File: src/rtl/serial_pkg.sv
// Shared definitions for the serial link receive/transmit blocks.
package serial_pkg;

   // Receive FSM states
   typedef enum logic {
      IDLE  = 1'b0,
      SHIFT = 1'b1
   } deser_state_t;

   // Word direction encodings, common to transmit and receive sides
   localparam logic DIR_LSB_FIRST = 1'b1;
   localparam logic DIR_MSB_FIRST = 1'b0;

endpackage

File: src/rtl/deser_bit_counter.sv
// Modulo-N bit counter; wrap_c strobes on the bit that completes a word.
module deser_bit_counter #(
   parameter  int unsigned N  = 8,
   localparam int unsigned CW = $clog2(N)
) (
   input  logic          clock,
   input  logic          reset_n,
   input  logic          en,
   input  logic          clr,
   output logic [CW-1:0] count,
   output logic          wrap_c
);

   logic [CW-1:0] count_q;

   // Terminal count reached on an accepted bit (clear suppresses it)
   assign wrap_c = en && !clr && (count_q == CW'(N - 1));
   assign count  = count_q;

   // Count accepted bits, wrapping to zero at N
   always_ff @(posedge clock or negedge reset_n) begin
      if (!reset_n) begin
         count_q <= '0;
      end else if (clr) begin
         count_q <= '0;
      end else if (en) begin
         if (wrap_c) begin
            count_q <= '0;
         end else begin
            count_q <= count_q + CW'(1);
         end
      end
   end

endmodule

File: src/rtl/serial_deserializer.sv
// Serial-in / parallel-out receiver with a valid/ready holding register.
module serial_deserializer #(
   parameter  int unsigned N  = 8,
   localparam int unsigned CW = $clog2(N)
) (
   input  logic          clock,
   input  logic          reset_n,
   input  logic          serial_in,
   input  logic          bit_valid,
   input  logic          right_shift,
   input  logic          clear,
   input  logic          data_ready,
   output logic [N-1:0]  data_out,
   output logic          data_valid,
   output logic          overrun,
   output logic          busy,
   output logic [CW-1:0] bit_count
);

   import serial_pkg::*;

   deser_state_t  state_q, state_d;
   logic          dir_q, dir_d;
   logic [N-1:0]  sreg_q, sreg_d;
   logic [N-1:0]  word_c;
   logic          wrap_c;

   deser_bit_counter #(.N(N)) u_bit_counter (
      .clock   (clock),
      .reset_n (reset_n),
      .en      (bit_valid),
      .clr     (clear),
      .count   (bit_count),
      .wrap_c  (wrap_c)
   );

   // Next state, direction latch and shift register update
   always_comb begin
      state_d = state_q;
      dir_d   = dir_q;
      sreg_d  = sreg_q;
      word_c  = sreg_q;
      if (clear) begin
         state_d = IDLE;
         sreg_d  = '0;
      end else if (bit_valid) begin
         // Direction is captured only on the first bit of a word
         if (state_q == IDLE) begin
            dir_d = right_shift;
         end
         if (dir_d == DIR_LSB_FIRST) begin
            word_c = {serial_in, sreg_q[N-1:1]};
         end else begin
            word_c = {sreg_q[N-2:0], serial_in};
         end
         sreg_d  = word_c;
         state_d = wrap_c ? IDLE : SHIFT;
      end
   end

   // State, datapath and handshake registers
   always_ff @(posedge clock or negedge reset_n) begin
      if (!reset_n) begin
         state_q    <= IDLE;
         dir_q      <= DIR_MSB_FIRST;
         sreg_q     <= '0;
         busy       <= 1'b0;
         overrun    <= 1'b0;
         data_out   <= '0;
         data_valid <= 1'b0;
      end else begin
         state_q <= state_d;
         dir_q   <= dir_d;
         sreg_q  <= sreg_d;
         busy    <= (state_d == SHIFT);
         overrun <= 1'b0;
         if (wrap_c) begin
            // Completed word loads only if the holding register is free this edge
            if (!data_valid || data_ready) begin
               data_out   <= word_c;
               data_valid <= 1'b1;
            end else begin
               overrun <= 1'b1;
            end
         end else if (data_ready) begin
            data_valid <= 1'b0;
         end
      end
   end

endmodule
File: config.mk
export PLATFORM = sky130hd
export DESIGN_NAME = serial_deserializer
export DESIGN_NICKNAME = d
export VERILOG_FILES = /design/src/rtl/serial_pkg.sv /design/src/rtl/deser_bit_counter.sv /design/src/rtl/serial_deserializer.sv
export SDC_FILE = /design/constraint.sdc
export NUM_CORES = 1
export LEC_CHECK = 0
export BUFFER_PORTS_ARGS = -buffer_cell sky130_fd_sc_hd__buf_4
export CAP_MARGIN = 10
export CORE_ASPECT_RATIO = 1.2
export CORE_MARGIN = 1.5
export CORE_UTILIZATION = 44
export DETAILED_ROUTE_END_ITERATION = 16
export PLACE_DENSITY = 0.74
export SLEW_MARGIN = 5
export SYNTH_ARGS = -nofsm -noshare
export SYNTH_HDL_FRONTEND = slang
export SYNTH_HIERARCHICAL = 1
export SYNTH_SLANG_ARGS = --single-unit
File: constraint.sdc
create_clock -name clock -period 2.6 [get_ports clock]
set_input_delay 0.26 -clock clock [delete_from_list [all_inputs] [get_ports clock]]
set_output_delay 0.26 -clock clock [all_outputs]
set_load 0.005 [all_outputs]
==> results of run 1 <==
==> path summary, 6_finish.rpt <==
path,from,endpoint,cells after the start
max reg2reg,u_bit_counter/count[0],data_out[0],6
min in group asynchronous,reset_n,sreg_q[6],2
max in group asynchronous,reset_n,u_bit_counter/count[0],2
min,right_shift,dir_q,2
max,u_bit_counter/count[0],data_out[0],6
min reg2reg,data_out[6],data_out[6],2
==> state kept, by name (all words and copies together), names as in the netlist <==
name and count:
data_out 8, data_valid 1, dir_q 1, overrun 1, sreg_q 8, state_q 1, u_bit_counter/count 3
==> repair_timing <==
action / 4_1_cts / 5_1_grt
buffers inserted: 0 / 0
endpoints found under the hold margin: 23 / 0
resized for setup: 0 / 0
hold buffers: 1 / 0
==> cell type report <==
type                       count  area [um^2]
multi-input combinational     69          539
sequential                    23          576
clock buffer                   3         22.5
tap                           33         41.3
timing repair buffer          21          160
fill                         239         1200
inverter                       2         7.51
clock inverter                 1         5.00
==> per-layer routing <==
layer	vias up	part of all wire [%]
li1	413	-
met1	406	47
met2	20	48
met3	3	3.8
met4	0	1.4
met5	-	0
==> layout by cell type (no fill, tap or decap), drive strengths merged, types with 3 or more instances in the layout <==
cell and instances:
dfrtp 23, buf 20, nor2 14, mux2i 11, a211oi 8, nand4 8
o21ai 8, o211ai 8, clkbuf 3
==> report_power, final <==
group / internal (mW) / leakage [nW] / switching [mW] / total (mW)
Clock: 0.0577 / 0.0177 / 0.111 / 0.169
Combinational: 0.0422 / 0.333 / 0.0488 / 0.0910
Sequential: 0.373 / 0.310 / 0.0181 / 0.391
==> cells by family after synthesis <==
group	count (synthesis)	synth area share, %
adder cells (fa/ha/maj)	2	2.10
buffers and inverters	10	6.41
flip-flops	23	48.3
AO/OA/AOI/OAI	26	18.5
AND/OR/NAND/NOR	29	13.4
multiplexers	12	11.2
==> critical path: cells and delay by family (launching register included) <==
kind,cells,cell delay [ns]
fa+ha+maj,2,0.37
flops,1,0.42
compound gates,1,0.23
simple gates,2,0.83
buf+inv,1,0.18
==> synthesized netlist by cell type, drive strengths merged <==
cell type,count
nand4,8
nor2,14
a22o,1
mux2,1
o21ai,8
nor2b,2
ha,2
or3,1
dfrtp,23
nand2b,2
mux2i,11
and2,1
a32o,1
nand2,1
inv,2
clkbuf,3
buf,5
o211ai,8
a211oi,8
==> run_results.csv, run 1 <==
group,metric,value,unit
status,status,"completed",
floorplan,io_pins,21,
grt,overflow,0,
yosys,netlist.area_leader.share,48.3,%
timing,timing.final.ws_setup,0.502,ns
cts,cts_tree,"built",
timing,finalCriticalPeriod,2.10,ns
timing,setup_tns,0,ns
yosys,seq_area_frac_synth,48.3,%
pwr,ir_drop,0.000331,V
place,place_area,1310,um^2
timing,finalCritPeriodShare,80.7,%
critical_path,critPathLaunchType,"register",
yosys,syn_inst,102,
place,dp.final_hpwl,1700,um
yosys,syn-cell-area,1190,um^2
yosys,synth.avg_cell_area,11.7,um^2
critical_path,worstSetupPathType,"reg2reg",
timing,setup_viol,0,
grt,antenna_found_initial,0,
grt,grt_pass1_wl,3810,um
critical_path,crit_path_top_delay_cell,"or3_1",
yosys,ys_warn_count,6,
detailed_routing,drtIter0Drc,12,
pwr,powerDensity,482,nW/um^2
final_layout,final_cells,152,
cts,clockBufferDepth,2,
grt,busiest_layer,"met2",
cts,insertion_delay,0.32,ns
yosys,synth_seq_cells,23,
place,io_buffer_count,20,
timing,hold_violations,0,
floorplan,die_h,60.0,um
yosys,synth_cell_types,26,
min_path,min_path_type,"in2reg",
detailed_routing,drc,0,
critical_path,arrival,2.34,ns
timing,fmax,477,MHz
cts,cts-buffers-inserted,3,
critical_path,cp_data_required_time,2.84,ns
floorplan,num_rows,20,
cts,clkTransAtPathRegs,0.13,ns
timing,fin_skew,0.00724,ns
grt,grt_use_met3,3.25,%
timing,finalMaxSlewViolations,0,
place,dp_cells,147,
final_layout,area_growth,13.4,%
cts,cts_sinks,23,
detailed_routing,drtPass1Iterations,4,
critical_path,path_common_cell,"ha_1",
floorplan,core_area,2550,um^2
cts,cts_root_buf,"clkbuf_4",
critical_path,worst-path-max-fanout,12,
final_layout,antennaDiodeCount,0,
job,cap_violations,0,
floorplan,dieArea,3030,um^2
grt,grt_max_degree,24,
detailed_routing,wirelength,2320,um
timing,slew-limit-headroom,70.9,%
cts,htreeDepth,1,
detailed_routing,antenna_left,0,
yosys,syn_nets,111,
detailed_routing,viasPerCell,5.54,
detailed_routing,num_vias,842,
final_layout,post-route-util,52.9,%
final_layout,finalInstanceArea,1350,um^2
critical_path,path_cells,"ha_1, ha_1, and2_2, inv_1, or3_1, o211ai_2",
place,dp_slack,0.552,ns
place,place_congestion,0.828,
yosys,synth_area_leaders,"dfrtp_1 (48%), mux2i_1 (8.4%), o211ai_2 (8.4%)",
critical_path,endpoint_kind,"register",
floorplan,start_util,46.7,%
critical_path,cpPeakStageDelay,0.59,ns
yosys,synth_top_area_cell,"dfrtp_1",
floorplan,die_x,50.5,um
timing,whs,0.191,ns
critical_path,rrSetupSlack,0.50,ns
pwr,power,0.651,mW
detailed_routing,avgRoutedWirePerCell,15.3,um
grt,met1_usage,22.0,%
grt,grt_pass1_vias,809,
grt,grt_usage,17.2,%
timing,tightest_slew,0.435,ns
timing,rsz0062_at_grt,"no",
final_layout,nets,129,
pwr,p_leak,0.661,nW
final_layout,drive_gt1_share,31.9,%
grt,gr-usage-met2,28.9,%
Note: power is estimated with default switching activity, not from simulation.
==> run 2, diff against run 1 <==
- clock period: 2.6 -> 2 ns (I/O delays scaled with it)
==> run_results.csv, run 2 (synthesis gave the netlist of run 1 again) <==
group,metric,value,unit
detailed_routing,wl_met2,1210,um
final_layout,num-fill-cells,240,
detailed_routing,wl_met3,103,um
timing,hold_violations,0,
grt,grt_pass1_vias,915,
grt,overflow,0,
detailed_routing,viasPerCell,5.77,
floorplan,start_util,46.7,%
final_layout,drive_gt1_share,33.6,%
floorplan,die_h,60.0,um
final_layout,layout_common_cells,"dfrtp_1 (23), buf_4 (23), nor2_1 (14), mux2i_1 (10)",
floorplan,num_rows,20,
place,io_buffer_count,20,
floorplan,die_x,50.5,um
timing,tightest_slew,0.437,ns
grt,grt_usage,19.0,%
timing,setup_tns,0,ns
critical_path,critPathLaunchType,"register",
critical_path,arrival,2.00,ns
place,dp.final_hpwl,1740,um
cts,htreeDepth,1,
detailed_routing,wl_met1,1060,um
timing,setup_viol,0,
pwr,ir_drop,0.000409,V
detailed_routing,drc,0,
detailed_routing,avgRoutedWirePerCell,15.5,um
timing,whs,0.145,ns
floorplan,io_pins,21,
grt,grt_pass1_wl,4350,um
timing,finalCriticalPeriod,1.76,ns
critical_path,crit_path_top_delay_cell,"or3_4",
detailed_routing,drtPass1Iterations,4,
detailed_routing,wirelength,2410,um
grt,antenna_found_initial,0,
cts,post_cts_buffers,0,
detailed_routing,top_layer_used,"met4",
timing,fmax,569,MHz
timing,rsz0062_at_grt,"no",
cts,cts_tree,"built",
cts,cts_root_buf,"clkbuf_4",
job,cap_violations,0,
grt,grt_max_degree,24,
detailed_routing,drtIter0Drc,18,
cts,insertion_delay,0.31,ns
critical_path,endpoint_kind,"register",
final_layout,nets,132,
min_path,min_path_type,"in2reg",
pwr,powerDensity,613,nW/um^2
critical_path,path_common_cell,"ha_1",
place,place_congestion,0.886,
critical_path,cp_data_required_time,2.24,ns
timing,fin_skew,0.000769,ns
cts,clockBufferDepth,2,
floorplan,core_area,2550,um^2
detailed_routing,antenna_left,0,
detailed_routing,num_vias,894,
final_layout,antennaDiodeCount,0,
critical_path,rrSetupSlack,0.24,ns
status,status,"completed",
critical_path,path_cells,"ha_1, ha_1, and2_2, inv_1, or3_4, o211ai_2",
cts,cts_sinks,23,
critical_path,cpPeakStageDelay,0.46,ns
pwr,p_leak,0.675,nW
critical_path,worst-path-max-fanout,9,
critical_path,worstSetupPathType,"reg2reg",
timing,slew-limit-headroom,70.3,%
floorplan,dieArea,3030,um^2
final_layout,area_growth,15.7,%
cts,cts-buffers-inserted,3,
cts,clkTransAtPathRegs,0.12,ns
timing,finalCritPeriodShare,87.8,%
timing,finalMaxSlewViolations,0,
## run 2: cell types whose count changed in the layout (fill, tap and decap cells not counted), sizes merged
| cell | change |
|---|---|
| buf | +3 |
| clkbuf | +1 |
| clkinv | -1 |
## run 2: what timing repair did
action	4_1_cts	5_1_grt
setup endpoints to repair	0	5
resized for setup	0	1
hold buffers	1	0
hold endpoints to repair	23	0
## run 2: path summary, 6_finish.rpt
check,start,end,cells past startpoint
worst min register to register,data_out[4],data_out[4],2
worst max register to register,u_bit_counter/count[0],data_out[6],6
min in group asynchronous,reset_n,sreg_q[6],2
max in group asynchronous,reset_n,u_bit_counter/count[1],2
worst max-delay path,u_bit_counter/count[0],data_out[6],6
worst min-delay path,right_shift,dir_q,2
## run 2: critical path: cells and delay by family (launching register included)
| family | cells | cell delay, ns |
|---|---|---|
| flip-flops | 1 | 0.41 |
| buffers and inverters | 1 | 0.07 |
| AO/OA/AOI/OAI | 1 | 0.17 |
| adder cells (fa/ha/maj) | 2 | 0.34 |
| AND/OR/NAND/NOR | 2 | 0.70 |
## run 2: layer usage
layer | track usage, % | vias to the layer above
met3 | 2.50 | 3
met1 | 24.4 | 452
met2 | 33.5 | 22
li1 | - | 417
met4 | 5.79 | 0
met5 | 0 | -
## run 2: power breakdown
group / internal, mW / switching [mW] / total (mW)
Combinational: 0.0563 / 0.0646 / 0.121
Clock: 0.0780 / 0.137 / 0.215
Sequential: 0.485 / 0.0230 / 0.508
## run 2: final cells by class
class                   count  area [um^2]  share of cell area, %
repair buffers             24          183                   13.3
flip-flops and latches     23          576                   41.8
clock buffers               4         26.3                   1.91
inverters                   2         7.51                  0.545
multi-input cells          69          544                   39.5
well taps                  33         41.3                   3.00
## run 2: per-stage QoR
stage / utilization, % / instance area [um^2] / total power [mW] / setup slack, ns / cells
after floorplan: - / 1190 / 0.592 / 0.278 / 102
after global placement: 52.4 / 1340 / 0.633 / 0.184 / 150
after detailed placement: 52.4 / 1340 / 0.638 / 0.108 / 150
after CTS: 53.8 / 1370 / 0.850 / 0.0887 / 155
after global routing: 54.0 / 1380 / 0.885 / 0.136 / 155
final: 54.0 / 1380 / 0.844 / 0.243 / 155
==> run 3, diff against run 2 <==
- ABC_AREA: not set -> 1
- CORE_MARGIN: 1.5 -> 10
==> run_results.csv, run 3 <==
group,metric,value,unit
yosys,yosys-top-cells-count,"dfrtp_1 (23), inv_1 (17), nand3_1 (17)",
yosys,synth_seq_cells,23,
timing,tightest_slew,0.322,ns
final_layout,num-fill-cells,246,
grt,grt_usage,9.98,%
detailed_routing,antenna_left,0,
detailed_routing,viasPerCell,5.09,
cts,cts_tree,"built",
critical_path,endpoint_kind,"register",
place,place_congestion,0.749,
cts,cts_root_buf,"clkbuf_4",
timing,setup_viol,0,
min_path,min_path_type,"in2reg",
grt,grt_max_degree,24,
job,cap_violations,0,
yosys,synth_cell_types,17,
yosys,seq_area_frac_synth,49.4,%
critical_path,r2r_start,"u_bit_counter/count[0]",
place,place_area,1360,um^2
final_layout,antennaDiodeCount,0,
status,status,"completed",
floorplan,dieArea,5120,um^2
timing,hold_violations,0,
pwr,ir_drop,0.000358,V
cts,clockBufferDepth,2,
grt,grt_pass1_vias,993,
yosys,netlist.area_leader.share,49.4,%
critical_path,worstSetupPathType,"reg2reg",
critical_path,startpoint,"u_bit_counter/count[0]",
yosys,synth_area_leaders,"dfrtp_1 (49%), nand3_1 (7.3%), nand3_2 (6.9%)",
cts,clkTransAtPathRegs,0.12,ns
timing,slew-limit-headroom,78.4,%
critical_path,critPathLaunchType,"register",
detailed_routing,avgRoutedWirePerCell,13.0,um
yosys,syn-cell-area,1170,um^2
final_layout,layout_common_cells,"dfrtp_1 (23), buf_4 (20), inv_1 (17), nand3_1 (17), nor2_1 (12)",
timing,finalCritPeriodShare,83.2,%
timing,rsz0062_at_grt,"no",
yosys,synth.most_common_cell,"dfrtp_1",
detailed_routing,num_vias,947,
yosys,synth.avg_cell_area,9.11,um^2
pwr,powerDensity,611,nW/um^2
detailed_routing,drc,0,
yosys,ys_warn_count,6,
critical_path,crit_end,"data_out[1]",
yosys,async_reset_ff_share,100,%
critical_path,worst-path-max-fanout,9,
final_layout,drive_gt1_share,33.3,%
cts,cts_sinks,23,
final_layout,area_growth,20.0,%
detailed_routing,drtPass1Iterations,5,
detailed_routing,wirelength,2410,um
yosys,ys.flop_type,"dfrtp_1",
critical_path,cp_data_required_time,2.24,ns
yosys,synth_edf_count,0,
floorplan,num_rows,20,
cts,cts-buffers-inserted,3,
critical_path,rrSetupSlack,0.34,ns
final_layout,finalInstanceArea,1400,um^2
grt,antenna_found_initial,0,
floorplan,die_x,67.0,um
timing,whs,0.178,ns
final_layout,final_common_cell,"dfrtp_1",
cts,htreeDepth,1,
grt,grt_pass1_wl,4300,um
timing,finalMaxSlewViolations,0,
timing,fin_skew,0.00531,ns
detailed_routing,drtIter0Drc,26,
critical_path,r2r_cells,7,
timing,setup_tns,0,ns
yosys,synth_top_area_cell,"dfrtp_1",
timing,finalCriticalPeriod,1.66,ns
critical_path,regToRegEndpoint,"data_out[1]",
floorplan,io_pins,21,
pwr,p_leak,0.717,nW
floorplan,start_util,46.1,%
final_layout,nets,163,
yosys,syn_nets,137,
floorplan,core_area,2530,um^2
timing,fmax,601,MHz
grt,overflow,0,
yosys,syn_inst,128,
floorplan,die_h,76.4,um
cts,insertion_delay,0.30,ns
critical_path,arrival,1.90,ns
place,dp.final_hpwl,1840,um
place,io_buffer_count,20,
## run 3: cell types whose count changed after synthesis, sizes merged, moves of 5 or more
cell,before,now
a211oi,8,0
a21oi,0,16
buf,5,0
inv,2,20
mux2i,11,0
nand2,1,18
nand3,0,25
nand4,8,0
o211ai,8,0
## run 3: layout make-up
class / instances / area [um^2] / share of cell area (%)
clock buffers: 4 / 26.3 / 1.88
inverters: 20 / 80.1 / 5.72
flip-flops and latches: 23 / 576 / 41.1
multi-input cells: 85 / 515 / 36.9
repair buffers: 21 / 160 / 11.4
well taps: 33 / 41.3 / 2.95
## run 3: how the worst min path moves through the flow
stage / start / slack [ns] / cells after the start / end
6_report: data_ready / 0.18 / 4 / overrun
3_3_place_gp: reset_n / 0.10 / 1 / data_out[1]
2_1_floorplan: reset_n / -0.1 / 0 / data_out[0]
3_5_place_dp: reset_n / 0.11 / 1 / data_out[0]
4_1_cts: clear / 0.17 / 4 / u_bit_counter/count[1]
5_1_grt: data_ready / 0.18 / 4 / overrun
## run 3: worst max-delay path: stages, from the launching register on
cell	delay (ns)
dfrtp_1	0.41
ha_1	0.17
ha_1	0.18
nor3b_2	0.32
nand2_4	0.13
inv_1	0.21
nor2_1	0.08
a21oi_2	0.10
## run 3: what timing repair did
item,4_1_cts,5_1_grt
buffers inserted,0,0
gates resized for setup,0,1
hold buffers,1,0
endpoints found under the hold margin,23,0
endpoints found under the setup margin,0,5
## run 3: metal layers
layer	wire [um]	part of all wire, %	track usage (%)	vias up
met5	0	0	0	-
met4	8	0.33	1.85	0
met3	146	6.1	2.94	2
met2	1190	50	16.5	25
met1	1060	44	12.3	447
li1	-	-	-	473
## run 3: metrics by stage
stage / setup WS, ns / total power [mW] / cells / util [%]
4_1_cts: 0.138 / 0.863 / 186 / 55.1
3_3_place_gp: 0.245 / 0.648 / 181 / 53.7
3_5_place_dp: 0.157 / 0.652 / 181 / 53.7
5_1_grt: 0.178 / 0.903 / 186 / 55.3
6_report: 0.336 / 0.855 / 186 / 55.3
2_1_floorplan: 0.371 / 0.601 / 128 / -
## run 3: power by group
part           switching [mW]  internal (mW)  leakage, nW  total (mW)
logic                  0.0938         0.0526        0.388       0.146
clock network           0.131         0.0777       0.0150       0.209
registers              0.0147          0.485        0.314       0.500
## run 3: logic make-up (layout without fill, tap and decap cells)
| family | Yosys count | in the layout | synth area share (%) |
|---|---|---|---|
| AND/OR/NAND/NOR | 57 | 57 | 27.8 |
| flip-flops | 23 | 23 | 49.4 |
| buffers and inverters | 20 | 45 | 6.87 |
| adder cells (fa/ha/maj) | 2 | 2 | 2.15 |
| AO/OA/AOI/OAI | 26 | 26 | 13.8 |
